--- config.mk ---
export PLATFORM = sky130hd
export DESIGN_NAME = sram_arbiter_flat
export DESIGN_NICKNAME = d
export VERILOG_FILES = /design/src/rtl/sram_arbiter_pkg.sv /design/src/rtl/sram_arbiter_if.sv /design/src/rtl/sram_arbiter.sv /design/src/flat_wrapper.sv
export SDC_FILE = /design/constraint.sdc
export NUM_CORES = 1
export LEC_CHECK = 0
export CELL_PAD_IN_SITES_DETAIL_PLACEMENT = 1
export CELL_PAD_IN_SITES_GLOBAL_PLACEMENT = 1
export CORE_UTILIZATION = 32
export CTS_BUF_LIST = sky130_fd_sc_hd__clkbuf_16
export DETAILED_ROUTE_END_ITERATION = 12
export PLACE_DENSITY_LB_ADDON = 0.2
export SLEW_MARGIN = 0
export SYNTH_ARGS = -nofsm -noshare
export SYNTH_HDL_FRONTEND = slang
export SYNTH_SLANG_ARGS = --single-unit
--- constraint.sdc ---
create_clock -name clk -period 3.2 [get_ports clk]
set_clock_uncertainty 0.15 [all_clocks]
set_input_delay 0.96 -clock clk [delete_from_list [all_inputs] [get_ports clk]]
set_output_delay 0.96 -clock clk [all_outputs]
set_load 0.02 [all_outputs]
--- src/rtl/sram_arbiter_pkg.sv ---
// Shared types and constants for the SRAM arbiter: FSM states, owner IDs,
// default widths and the idle strobe pattern.
package sram_arbiter_pkg;

  localparam int ADDR_W_DEF = 18;
  localparam int DATA_W_DEF = 16;
  localparam int CPU_ADDR_W = 16;

  typedef enum logic [2:0] {
    IDLE,
    RD_ACCESS,
    RD_ACK,
    WR_SETUP,
    WR_PULSE,
    WR_HOLD
  } arb_state_t;

  localparam logic OWN_IF = 1'b0;
  localparam logic OWN_DM = 1'b1;

  typedef struct packed {
    logic ce_n;
    logic oe_n;
    logic we_n;
  } strobes_t;

  localparam strobes_t STROBES_OFF = '{ce_n: 1'b1, oe_n: 1'b1, we_n: 1'b1};

  // Strobe pattern the SRAM sees while the FSM sits in a given state.
  function automatic strobes_t strobes_for(arb_state_t s);
    strobes_t r;
    r = STROBES_OFF;
    case (s)
      RD_ACCESS: begin
        r.ce_n = 1'b0;
        r.oe_n = 1'b0;
      end
      WR_SETUP, WR_HOLD: r.ce_n = 1'b0;
      WR_PULSE: begin
        r.ce_n = 1'b0;
        r.we_n = 1'b0;
      end
      default: r = STROBES_OFF;
    endcase
    return r;
  endfunction

endpackage

--- src/rtl/sram_arbiter_if.sv ---
// CPU-port and SRAM-pin bundle for the arbiter; the arbiter uses the slave
// modport, the CPU/SRAM environment uses the master modport.
interface sram_arbiter_if #(
  parameter int ADDR_W = 18,
  parameter int DATA_W = 16
);

  logic              if_req;
  logic [15:0]       if_addr;
  logic              if_ack;
  logic [DATA_W-1:0] if_rdata;

  logic              dm_req;
  logic              dm_we;
  logic [15:0]       dm_addr;
  logic [DATA_W-1:0] dm_wdata;
  logic              dm_ack;
  logic [DATA_W-1:0] dm_rdata;

  logic [ADDR_W-1:0] ram_addr;
  logic [DATA_W-1:0] ram_dout;
  logic              ram_doe;
  logic [DATA_W-1:0] ram_din;
  logic              ram_ce_n;
  logic              ram_oe_n;
  logic              ram_we_n;

  modport slave (
    input  if_req, if_addr, dm_req, dm_we, dm_addr, dm_wdata, ram_din,
    output if_ack, if_rdata, dm_ack, dm_rdata,
    output ram_addr, ram_dout, ram_doe, ram_ce_n, ram_oe_n, ram_we_n
  );

  modport master (
    output if_req, if_addr, dm_req, dm_we, dm_addr, dm_wdata, ram_din,
    input  if_ack, if_rdata, dm_ack, dm_rdata,
    input  ram_addr, ram_dout, ram_doe, ram_ce_n, ram_oe_n, ram_we_n
  );

endinterface

--- src/rtl/sram_arbiter.sv ---
// Shares one external SRAM between instruction fetch and data memory; the data
// port has fixed priority and every output, including the strobes, is a flop.
module sram_arbiter
  import sram_arbiter_pkg::*;
#(
  parameter int ADDR_W = ADDR_W_DEF,
  parameter int DATA_W = DATA_W_DEF
) (
  input logic          clk,
  input logic          rst,
  sram_arbiter_if.slave bus
);

  arb_state_t        state_q, state_d;
  logic              owner_q, owner_d;
  strobes_t          strobes_q, strobes_d;
  logic              doe_q, doe_d;
  logic [ADDR_W-1:0] ram_addr_q, ram_addr_d;
  logic [DATA_W-1:0] ram_dout_q, ram_dout_d;
  logic              if_ack_q, if_ack_d;
  logic              dm_ack_q, dm_ack_d;
  logic [DATA_W-1:0] if_rdata_q, if_rdata_d;
  logic [DATA_W-1:0] dm_rdata_q, dm_rdata_d;

  // Outputs are derived from the next state so they line up with the state
  // they describe; requests are only looked at in IDLE, never in an ack state.
  always_comb begin
    state_d    = state_q;
    owner_d    = owner_q;
    ram_addr_d = ram_addr_q;
    ram_dout_d = ram_dout_q;
    if_rdata_d = if_rdata_q;
    dm_rdata_d = dm_rdata_q;

    case (state_q)
      IDLE: begin
        if (bus.dm_req) begin
          owner_d    = OWN_DM;
          ram_addr_d = ADDR_W'(bus.dm_addr);
          if (bus.dm_we) begin
            ram_dout_d = bus.dm_wdata;
            state_d    = WR_SETUP;
          end else begin
            state_d = RD_ACCESS;
          end
        end else if (bus.if_req) begin
          owner_d    = OWN_IF;
          ram_addr_d = ADDR_W'(bus.if_addr);
          state_d    = RD_ACCESS;
        end
      end
      RD_ACCESS: begin
        state_d = RD_ACK;
        if (owner_q == OWN_DM) begin
          dm_rdata_d = bus.ram_din;
        end else begin
          if_rdata_d = bus.ram_din;
        end
      end
      RD_ACK:   state_d = IDLE;
      WR_SETUP: state_d = WR_PULSE;
      WR_PULSE: state_d = WR_HOLD;
      WR_HOLD:  state_d = IDLE;
      default:  state_d = IDLE;
    endcase

    strobes_d = strobes_for(state_d);
    doe_d     = state_d inside {WR_SETUP, WR_PULSE, WR_HOLD};
    if_ack_d  = (state_d == RD_ACK) && (owner_d == OWN_IF);
    dm_ack_d  = ((state_d == RD_ACK) && (owner_d == OWN_DM)) || (state_d == WR_HOLD);
  end

  always_ff @(posedge clk) begin
    if (rst) begin
      state_q    <= IDLE;
      owner_q    <= OWN_IF;
      strobes_q  <= STROBES_OFF;
      doe_q      <= 1'b0;
      ram_addr_q <= '0;
      ram_dout_q <= '0;
      if_ack_q   <= 1'b0;
      dm_ack_q   <= 1'b0;
      if_rdata_q <= '0;
      dm_rdata_q <= '0;
    end else begin
      state_q    <= state_d;
      owner_q    <= owner_d;
      strobes_q  <= strobes_d;
      doe_q      <= doe_d;
      ram_addr_q <= ram_addr_d;
      ram_dout_q <= ram_dout_d;
      if_ack_q   <= if_ack_d;
      dm_ack_q   <= dm_ack_d;
      if_rdata_q <= if_rdata_d;
      dm_rdata_q <= dm_rdata_d;
    end
  end

  assign bus.ram_ce_n = strobes_q.ce_n;
  assign bus.ram_oe_n = strobes_q.oe_n;
  assign bus.ram_we_n = strobes_q.we_n;
  assign bus.ram_doe  = doe_q;
  assign bus.ram_addr = ram_addr_q;
  assign bus.ram_dout = ram_dout_q;
  assign bus.if_ack   = if_ack_q;
  assign bus.dm_ack   = dm_ack_q;
  assign bus.if_rdata = if_rdata_q;
  assign bus.dm_rdata = dm_rdata_q;

endmodule

--- src/flat_wrapper.sv ---
// flat-port wrapper written by rule: the top's interface ports become plain ports
module sram_arbiter_flat import sram_arbiter_pkg::*;
#(
  parameter int ADDR_W = ADDR_W_DEF,
  parameter int DATA_W = DATA_W_DEF
)
  (clk, rst, bus_if_req, bus_if_addr, bus_dm_req, bus_dm_we, bus_dm_addr, bus_dm_wdata, bus_ram_din, bus_if_ack, bus_if_rdata, bus_dm_ack, bus_dm_rdata, bus_ram_addr, bus_ram_dout, bus_ram_doe, bus_ram_ce_n, bus_ram_oe_n, bus_ram_we_n);
  sram_arbiter_if #(.ADDR_W(ADDR_W), .DATA_W(DATA_W)) bus_i ();
  input logic clk;
  input logic rst;
  input wire logic [$bits(bus_i.if_req)-1:0] bus_if_req;
  input wire logic [$bits(bus_i.if_addr)-1:0] bus_if_addr;
  input wire logic [$bits(bus_i.dm_req)-1:0] bus_dm_req;
  input wire logic [$bits(bus_i.dm_we)-1:0] bus_dm_we;
  input wire logic [$bits(bus_i.dm_addr)-1:0] bus_dm_addr;
  input wire logic [$bits(bus_i.dm_wdata)-1:0] bus_dm_wdata;
  input wire logic [$bits(bus_i.ram_din)-1:0] bus_ram_din;
  output wire logic [$bits(bus_i.if_ack)-1:0] bus_if_ack;
  output wire logic [$bits(bus_i.if_rdata)-1:0] bus_if_rdata;
  output wire logic [$bits(bus_i.dm_ack)-1:0] bus_dm_ack;
  output wire logic [$bits(bus_i.dm_rdata)-1:0] bus_dm_rdata;
  output wire logic [$bits(bus_i.ram_addr)-1:0] bus_ram_addr;
  output wire logic [$bits(bus_i.ram_dout)-1:0] bus_ram_dout;
  output wire logic [$bits(bus_i.ram_doe)-1:0] bus_ram_doe;
  output wire logic [$bits(bus_i.ram_ce_n)-1:0] bus_ram_ce_n;
  output wire logic [$bits(bus_i.ram_oe_n)-1:0] bus_ram_oe_n;
  output wire logic [$bits(bus_i.ram_we_n)-1:0] bus_ram_we_n;
  assign bus_i.if_req = bus_if_req;
  assign bus_i.if_addr = bus_if_addr;
  assign bus_i.dm_req = bus_dm_req;
  assign bus_i.dm_we = bus_dm_we;
  assign bus_i.dm_addr = bus_dm_addr;
  assign bus_i.dm_wdata = bus_dm_wdata;
  assign bus_i.ram_din = bus_ram_din;
  assign bus_if_ack = bus_i.if_ack;
  assign bus_if_rdata = bus_i.if_rdata;
  assign bus_dm_ack = bus_i.dm_ack;
  assign bus_dm_rdata = bus_i.dm_rdata;
  assign bus_ram_addr = bus_i.ram_addr;
  assign bus_ram_dout = bus_i.ram_dout;
  assign bus_ram_doe = bus_i.ram_doe;
  assign bus_ram_ce_n = bus_i.ram_ce_n;
  assign bus_ram_oe_n = bus_i.ram_oe_n;
  assign bus_ram_we_n = bus_i.ram_we_n;
  sram_arbiter #(.ADDR_W(ADDR_W), .DATA_W(DATA_W)) u_core (.clk(clk), .rst(rst), .bus(bus_i));
endmodule
# Word level (Yosys, flattened, before mapping)
# Index checks and enable logic that the tools add are counted.
# totals
elab_cells,45
input_bits,69
reg_bits,76
output_inout_bits,72
# op_classes
n_eq_ne,8
n_reduce_logical,11
bitwise,2
n_mux,12
# op_table
operator,count
$mux 18,2
$pmux 3 s4,1
$eq 3x2->1 const B,3
$eq 3x3->1 const B,3
$eq 3x1->1 const B,2
$mux 1,6
$mux 3,2
$reduce_and 2->1,3
$reduce_or 4->1,1
$logic_not 3->1,1
$reduce_and 3->1,1
$reduce_bool 3->1,1
$logic_and 1x1->1,2
$mux 2,1
$not 1->1,2
$reduce_bool 2->1,1
$logic_or 1x1->1,1

# Depth between registers and ports, before layout
# Gate-level depths: netlist of run 1.
# depth
word_depth,6
depth_mapped,7
ltp_nobuf,3

# Worst setup path before layout of run 1
# No wires, ideal clock.
# synth_path
path_kind,input port to flip-flop
startpoint,input bus_if_req
endpoint,register u_core.ram_addr_q[10] (netlist: u_core.bus.ram_addr[10])
setup_time_ns,0.080
n_path_buf,3
required_time_ns,2.970
setup_slack_ns,1.069
path_stages,6
arrival_time_ns,1.901
cell_sequence,or2_0 buf_2 and2_1 buf_4 buf_6 a211oi_2
# synth_between
elab_chain_cells,2
# synth_lines
item,line_no,rtl
"start, declared",flat_wrapper.sv:11,input wire logic [$bits(bus_i.if_req)-1:0] bus_if_req;
$reduce_bool 2->1 (no line),--,
$reduce_and 2->1 (no line),--,
"end signal, assigned",sram_arbiter.sv:90,ram_addr_q <= ram_addr_d;
"end, declared",sram_arbiter.sv:18,"logic [ADDR_W-1:0] ram_addr_q, ram_addr_d;"
# No other way between the ends.
# A chain may end at the register's enable or synchronous reset.

# Final worst setup path of run 1
# layout_path
startpoint,register u_core.ram_addr_q[10] (netlist: u_core.bus.ram_addr[10])
endpoint,output bus_ram_addr[10]
# layout_rtl
item,line_no,rtl
"end, declared",flat_wrapper.sv:22,output wire logic [$bits(bus_i.ram_addr)-1:0] bus_ram_addr;
# No word-level cell between the ends.

==> results of run 1 <==
==> per-stage QoR <==
step / setup slack [ns] / instances / hold WS [ns] / area [um^2] / utilization
after CTS: 0.7478 / 592 / 0.3101 / 4772 / 0.5165
after floorplan: 1.069 / 332 / 0.3762 / 3065 / -
final: 0.7646 / 592 / 0.3062 / 4772 / 0.5165
after global placement: 0.6922 / 576 / 0.2923 / 4478 / 0.4846
after global routing: 0.7229 / 592 / 0.3219 / 4772 / 0.5165
after detailed placement: 0.6289 / 576 / 0.2970 / 4478 / 0.4846
==> where the power goes <==
part | total (mW) | leakage [nW] | internal, mW | switching (mW)
clock | 0.986 | 0.133 | 0.601 | 0.385
combinational | 0.511 | 0.979 | 0.264 | 0.248
sequential | 1.03 | 0.605 | 0.987 | 0.0425
total | 2.53 | 1.72 | 1.85 | 0.676
==> sequential cells by signal, indices dropped and copies added (netlist names), 3 cells and up <==
register,cells
u_core.bus.ram_dout,16
u_core.bus.ram_addr,16
u_core.bus.dm_rdata,16
u_core.bus.if_rdata,16
u_core.state_q,3
==> path summary, 6_finish.rpt <==
path                                           endpoint  slack (ns)                     from  depth (start not counted)
worst max-delay path                   bus_ram_addr[10]        0.76  u_core.bus.ram_addr[10]                          1
worst min-delay path            u_core.bus.dm_rdata[10]        0.31  u_core.bus.dm_rdata[10]                          2
worst max register to register   u_core.bus.ram_dout[8]        1.12        u_core.state_q[1]                          4
worst min register to register  u_core.bus.dm_rdata[10]        0.31  u_core.bus.dm_rdata[10]                          2
==> synth_stat cells <==
master	count	area share
a211oi_1	7	0.017
a211oi_2	9	0.037
a21bo_2	1	0.0033
a21o_1	2	0.0049
a21oi_1	54	0.088
and2_1	1	0.0020
and2b_1	1	0.0025
and3_1	1	0.0020
and4bb_2	1	0.0041
buf_1	2	0.0025
buf_2	7	0.011
buf_4	5	0.012
buf_6	5	0.018
buf_8	1	0.0049
clkbuf_1	11	0.013
clkbuf_2	1	0.0016
conb_1	1	0.0012
dfxtp_1	74	0.48
mux2i_1	32	0.10
nand2_1	69	0.085
nand2b_1	32	0.065
nand4bb_1	1	0.0037
nor2_1	3	0.0037
nor2b_1	1	0.0020
nor3_1	2	0.0033
nor4_1	2	0.0041
nor4b_4	1	0.0078
o21ai_0	1	0.0016
or2_0	1	0.0020
or2_2	1	0.0020
or4b_4	1	0.0045
==> routing by layer <==
metal	GRT usage	vias up	share of wire	routed length [um]
met4	0.05769	0	0.012	104
met2	0.2886	80	0.48	3997
met5	0	-	0	0
li1	-	1368	-	-
met3	0.04178	10	0.058	487
met1	0.2100	1286	0.45	3787
==> layout make-up <==
type / count / area share
multi-input combinational: 226 / 0.2916
sequential: 74 / 0.3104
clock buffer: 9 / 0.04719
tap: 129 / 0.03382
timing repair buffer: 147 / 0.3026
clock inverter: 7 / 0.01442
==> kinds of logic (layout without fill, tap and decap cells) <==
| family | Yosys count | after routing | share of synthesized area |
|---|---|---|---|
| AND/OR/NAND/NOR | 118 | 118 | 0.1937 |
| AO/OA/AOI/OAI | 74 | 74 | 0.1520 |
| flip-flops | 74 | 74 | 0.4839 |
| multiplexers | 32 | 32 | 0.1046 |
| buffers and inverters | 32 | 163 | 0.06457 |
| other | 1 | 2 | 0.001225 |
==> out/results.md, run 1 <==
| Item | This run |
|:---|:---|
| Synthesized flop and latch total | 74 |
| Detailed-route via count | 2,744 |
| Aggregate routed wire length | 8376 um |
| Worst min-delay path category | reg -> reg |
| Critical-path cell with the highest stage delay | clkdlybuf4s50_1 |
| Startpoint class of the critical path | register |
| Delay of the slowest cell on the worst path | 0.65 ns |
| Area taken by flip-flops and latches | 1481 um^2 |
| CP endpoint kind | output pin |
| Number of vias per cell after detailed routing | 4.635 |
| Max VDD drop | 0.2112 mV |
| Die Y-Extent | 99.82 um |
| Most frequent cells in the layout | 137 x clkdlybuf4s50_1, 74 x dfxtp_1, 69 x nand2_1, 54 x a21oi_1 |
| Share of synthesized area occupied by flip-flops and latches | 0.4839 |
| Power density cells | 529.5 nW/um^2 |
| Final Hold Violating Endpoints | 0 |
| Outcome | completed |
| Average wire length per cell after detail routing | 14.15 um |
| Number of violations of the max-capacitance limit | 0 |
| Final weighted congestion in routability-driven placement | 0.7078 |
| Pin count of the biggest net entering global routing | 42 |
| H-Tree Level Count | 3 |
| Final period utilization | 0.7611 |
| Cell family with most CP delay | buffers and inverters |
| Post-CTS resize count | 0 |
| Post-detailed-route DRC marker count | 0 |
| Worst slew pin tran | 0.9246 ns |
| Normalized max-slew margin | 0.3810 |
| Die outline width | 99.82 um |
| Root buffer cell | clkbuf_16 |
| Pins Over Slew Limit | 0 |
| Leak Pwr | 1.717 nW |
| CP Data Required Time | 2.09 ns |
| Post-Synthesis Cell Area | 3062 um^2 |
| Share of final-layout standard cells stronger than drive strength 1 | 0.08423 |
| Clk buf depth | 2 |
| Post-CTS setup buffer count | 0 |
| Routed Antenna Nets | 0 |
| Total Negative Setup Slacks | 0 ns |
| Post-CTS clock slew at the launch and capture registers of the worst setup and hold paths | 0.06 ns |
| Arr. time, crit path | 1.33 ns |
| Count of filler cells inserted in the layout | 1,057 |
| Combined area of the multi-input logic cells | 1391 um^2 |
| Global router's overall resource usage | 0.1699 |
| Worst-Skew Late Latency | 0.32 ns |
| Yosys warns | 0 |
| Area growth from synthesis to final layout | 55.86% |
| Total overflow reported by the global router | 0 |
| Total power draw | 2.527 mW |
| Post-Synthesis Mean Instance Area | 9.250 um^2 |
| Detailed-routing iteration count for the pre-antenna-repair pass | 4 |
| CTS buffer count | 9 |
| Setup repair after global routing missed its margin | false |
| Total Die Area | 9963 um^2 |
| Final layout net count | 527 |
| Most common library cell in the layout ignoring fill and taps | clkdlybuf4s50_1 |
| Clock tree from TritonCTS | done |
| Top Ports | 141 |
| Post-route minimum period | 2.435 ns |
| Hold buffers post-CTS | 0 |
| Count of input and output buffers | 138 |
| Detailed placer's ending HPWL | 5973 um |
| Number of antenna violations at the first check in global routing | 0 |
| Diode insertion count for antenna repair | 0 |
| Fmax | 410.6 MHz |
| Wire length of the first global-routing pass | 13,440 um |
| Total clock sinks | 74 |
| Vias in the first global route | 2,816 |
| Synthesized instance count | 331 |
| Critical path fanouts, max | 2 |
| CP cell instances | clkdlybuf4s50_1 |
| Detailed Route Iter0 Violations | 68 |
| Initial standard-cell utilization of the core | 0.3313 |
| Area of the placeable core | 9240 um^2 |
| Total of endpoints with negative setup slack in the final report | 0 |
| Count of buffer and inverter cells on the critical path | 1 |
| Library cells used by synthesis | 31 |
| Number of rows created at floorplan | 35 |
| Worst Path Class, Setup | reg -> out |
Note: power is estimated with default switching activity, not from simulation.
==> inputs of run 2 (changes only) <==
CORE_UTILIZATION = 30   (was 32)
clock period = 2.5 ns   (was 3.2 ns; I/O delays follow)
==> run 2 against run 1 <==
Against the previous run:
- sequential cell count is the same
- die area is 6.5% higher
- register-to-register slack got worse by 0.53 ns
- design area rose by 1.1%
- power up 31%
- clock-buffer cell count unchanged
- non-clock buffer count increased by 1
- sequential power is 28% higher
- critical path depth unchanged
- final cell count is 0.84% higher
- via count is 1.1% lower
- critical path type unchanged
- critical endpoint is now bus_ram_dout[5]
- highest routed layer unchanged
==> out/results.md, run 2 (synthesis results as in run 1) <==
| Item | This run | vs previous |
|:---|:---|:---|
| Root buffer cell | clkbuf_16 | unchanged |
| Post-detailed-route DRC marker count | 0 | unchanged |
| Average wire length per cell after detail routing | 14.03 um | was 14.15 um |
| Most common library cell in the layout ignoring fill and taps | clkdlybuf4s50_1 | unchanged |
| Final Hold Violating Endpoints | 0 | unchanged |
| Post-route minimum period | 2.189 ns |  |
| Critical-path cell with the highest stage delay | clkdlybuf4s50_1 | unchanged |
| Fmax | 456.7 MHz |  |
| Total overflow reported by the global router | 0 | unchanged |
| Total of endpoints with negative setup slack in the final report | 0 | unchanged |
| CP endpoint kind | output pin | unchanged |
| Source of the worst register-to-register timing path | u_core.state_q[1] | unchanged |
| Setup repair after global routing missed its margin | false | unchanged |
| Worst Path Class, Setup | reg -> out | unchanged |
| Total clock sinks | 74 | unchanged |
| Final weighted congestion in routability-driven placement | 0.6634 | was 0.7078 |
| Normalized max-slew margin | 0.4898 | was 0.3810 |
| H-Tree Level Count | 3 | unchanged |
| Internal power component | 2.468 mW | was 1.851 mW |
| Worst min-delay path category | reg -> reg | unchanged |
| Number of rows created at floorplan | 36 | was 35 |
| Total power draw | 3.310 mW | was 2.527 mW |
| Detailed placer's ending HPWL | 6014 um | was 5973 um |
| Detailed Route Iter0 Violations | 68 | unchanged |
| Worst-Skew Late Latency | 0.32 ns | about the same |
| Post-CTS resize count | 0 | unchanged |
| Depth of the worst register-to-register path | 3 | was 4 |
| Post-CTS setup buffer count | 0 | unchanged |
| Die outline width | 103.0 um | was 99.82 um |
| Area of the placeable core | 9819 um^2 | was 9240 um^2 |
| Fraction of power consumed by combinational cells | 0.201 | was 0.202 |
| Proportion of power drawn by the clock network | 0.402 | was 0.390 |
| Count of filler cells inserted in the layout | 1,174 | was 1,057 |
| Detailed-route via count | 2,713 | was 2,744 |
| Number of antenna violations at the first check in global routing | 0 | unchanged |
| Die Y-Extent | 103.0 um | was 99.82 um |
| Leak Pwr | 1.744 nW | was 1.717 nW |
| Clock tree from TritonCTS | done | unchanged |
| CP Data Required Time | 1.60 ns | was 2.09 ns |
| Cell family with most CP delay | buffers and inverters | unchanged |
| Count of buffer and inverter cells on the critical path | 1 | unchanged |
| Post-CTS clock slew at the launch and capture registers of the worst setup and hold paths | 0.06 ns | about the same |
| Sw frac | 0.2545 | was 0.2674 |
| Slack of the critical path | 0.3106 ns | was 0.7646 ns |
| Number of vias per cell after detailed routing | 4.544 | was 4.635 |
| Final layout net count | 528 | was 527 |
| Wire length of the first global-routing pass | 13,100 um | was 13,440 um |
| Startpoint class of the critical path | register | unchanged |
| Delay of the slowest cell on the worst path | 0.62 ns | was 0.65 ns |
| Total Die Area | 10,610 um^2 | was 9963 um^2 |
| Clk buf depth | 2 | unchanged |
| Aggregate routed wire length | 8375 um | was 8376 um |
| Destination of the worst hold path | u_core.bus.if_rdata[11] | was u_core.bus.dm_rdata[10] |
| CTS buffer count | 9 | unchanged |
| Final period utilization | 0.8758 |  |
| Hold buffers post-CTS | 0 | unchanged |
| Vias in the first global route | 2,779 | was 2,816 |
| Critical path fanouts, max | 2 | unchanged |
| Pins Over Slew Limit | 0 | unchanged |
| Detailed-routing iteration count for the pre-antenna-repair pass | 4 | unchanged |
| Combined area of the multi-input logic cells | 1391 um^2 | unchanged |
| Arr. time, crit path | 1.29 ns | was 1.33 ns |
| Global router's overall resource usage | 0.1602 | was 0.1699 |
| Fraction of power consumed by sequential logic | 0.397 | was 0.407 |
| Worst setup slack for register-to-register paths | 0.59 ns | was 1.12 ns |
| Count of input and output buffers | 138 | unchanged |
| Most frequent cells in the layout | 137 x clkdlybuf4s50_1, 74 x dfxtp_1, 69 x nand2_1, 54 x a21oi_1 | unchanged |
| Area taken by flip-flops and latches | 1481 um^2 | unchanged |
| Setup Slack @ Placement | -0.03655 ns | was 0.6289 ns |
| Outcome | completed | unchanged |
| Area growth from synthesis to final layout | 57.58% | was 55.86% |
| Max VDD drop | 0.3615 mV | was 0.2112 mV |
| Pin count of the biggest net entering global routing | 52 | was 42 |
| Routed Antenna Nets | 0 | unchanged |
| CP cell instances | clkdlybuf4s50_1 | unchanged |
| Top Ports | 141 | unchanged |
| Hold path depth | 2 | unchanged |
| Initial standard-cell utilization of the core | 0.3118 | was 0.3313 |
| Net load switching power | 0.8424 mW | was 0.6757 mW |
| Destination of the worst register-to-register timing path | u_core.bus.ram_addr[0] | was u_core.bus.ram_dout[8] |
| Min-delay src | u_core.bus.if_rdata[11] | was u_core.bus.dm_rdata[10] |
| Share of final-layout standard cells stronger than drive strength 1 | 0.08405 | was 0.08423 |
| Number of violations of the max-capacitance limit | 0 | unchanged |
| Power density cells | 686.1 nW/um^2 | was 529.5 nW/um^2 |
| Diode insertion count for antenna repair | 0 | unchanged |
| Worst slew pin tran | 0.7653 ns | was 0.9246 ns |
==> run 2: worst max-delay path by stage <==
stage,start,end,cells past startpoint,slack (ns)
floorplan,bus_if_req,u_core.bus.ram_addr[10],6,0.58
global placement,bus_dm_req,u_core.bus.ram_addr[0],4,-0.003
detailed placement,bus_dm_req,u_core.bus.ram_addr[0],4,-0.04
CTS,u_core.bus.ram_dout[5],bus_ram_dout[5],1,0.29
global route,bus_dm_req,u_core.bus.ram_addr[3],4,0.16
finish,u_core.bus.ram_dout[5],bus_ram_dout[5],1,0.31
==> run 2: power groups by stage <==
stage	clock network (mW)	registers [mW]	logic, mW
finish	1.33	1.32	0.664
global route	1.43	1.32	0.716
CTS	1.38	1.32	0.675
detailed placement	0	1.34	0.671
global placement	0	1.34	0.661
floorplan	0	1.42	0.273
==> run 2: per-layer routing <==
layer  global-route usage  vias up  share of wire  wire [um]
met2               0.2821       83           0.50       4176
met1               0.1839     1261           0.43       3567
li1                     -     1365              -          -
met4              0.04225        0         0.0061         51
met5                    0        -              0          0
met3              0.05695        4          0.069        579
==> run 2: stage by stage <==
| stage | util | setup TNS [ns] | area [um^2] | instances | hold slack [ns] |
|---|---|---|---|---|---|
| 2_1_floorplan | - | 0 | 3065 | 332 | 0.3762 |
| 3_3_place_gp | 0.4599 | -0.01016 | 4516 | 581 | 0.2922 |
| 3_5_place_dp | 0.4599 | -0.2294 | 4516 | 581 | 0.2981 |
| 4_1_cts | 0.4913 | 0 | 4825 | 597 | 0.3059 |
| 5_1_grt | 0.4913 | 0 | 4825 | 597 | 0.3240 |
| 6_report | 0.4913 | 0 | 4825 | 597 | 0.3033 |
==> run 2: final cells by class <==
type,instances,share of cell area
Sequential cell,74,0.3071
Timing Repair Buffer,148,0.3060
Multi-Input combinational cell,226,0.2884
Clock buffer,9,0.04668
Tap cell,133,0.03449
Clock inverter,7,0.01738
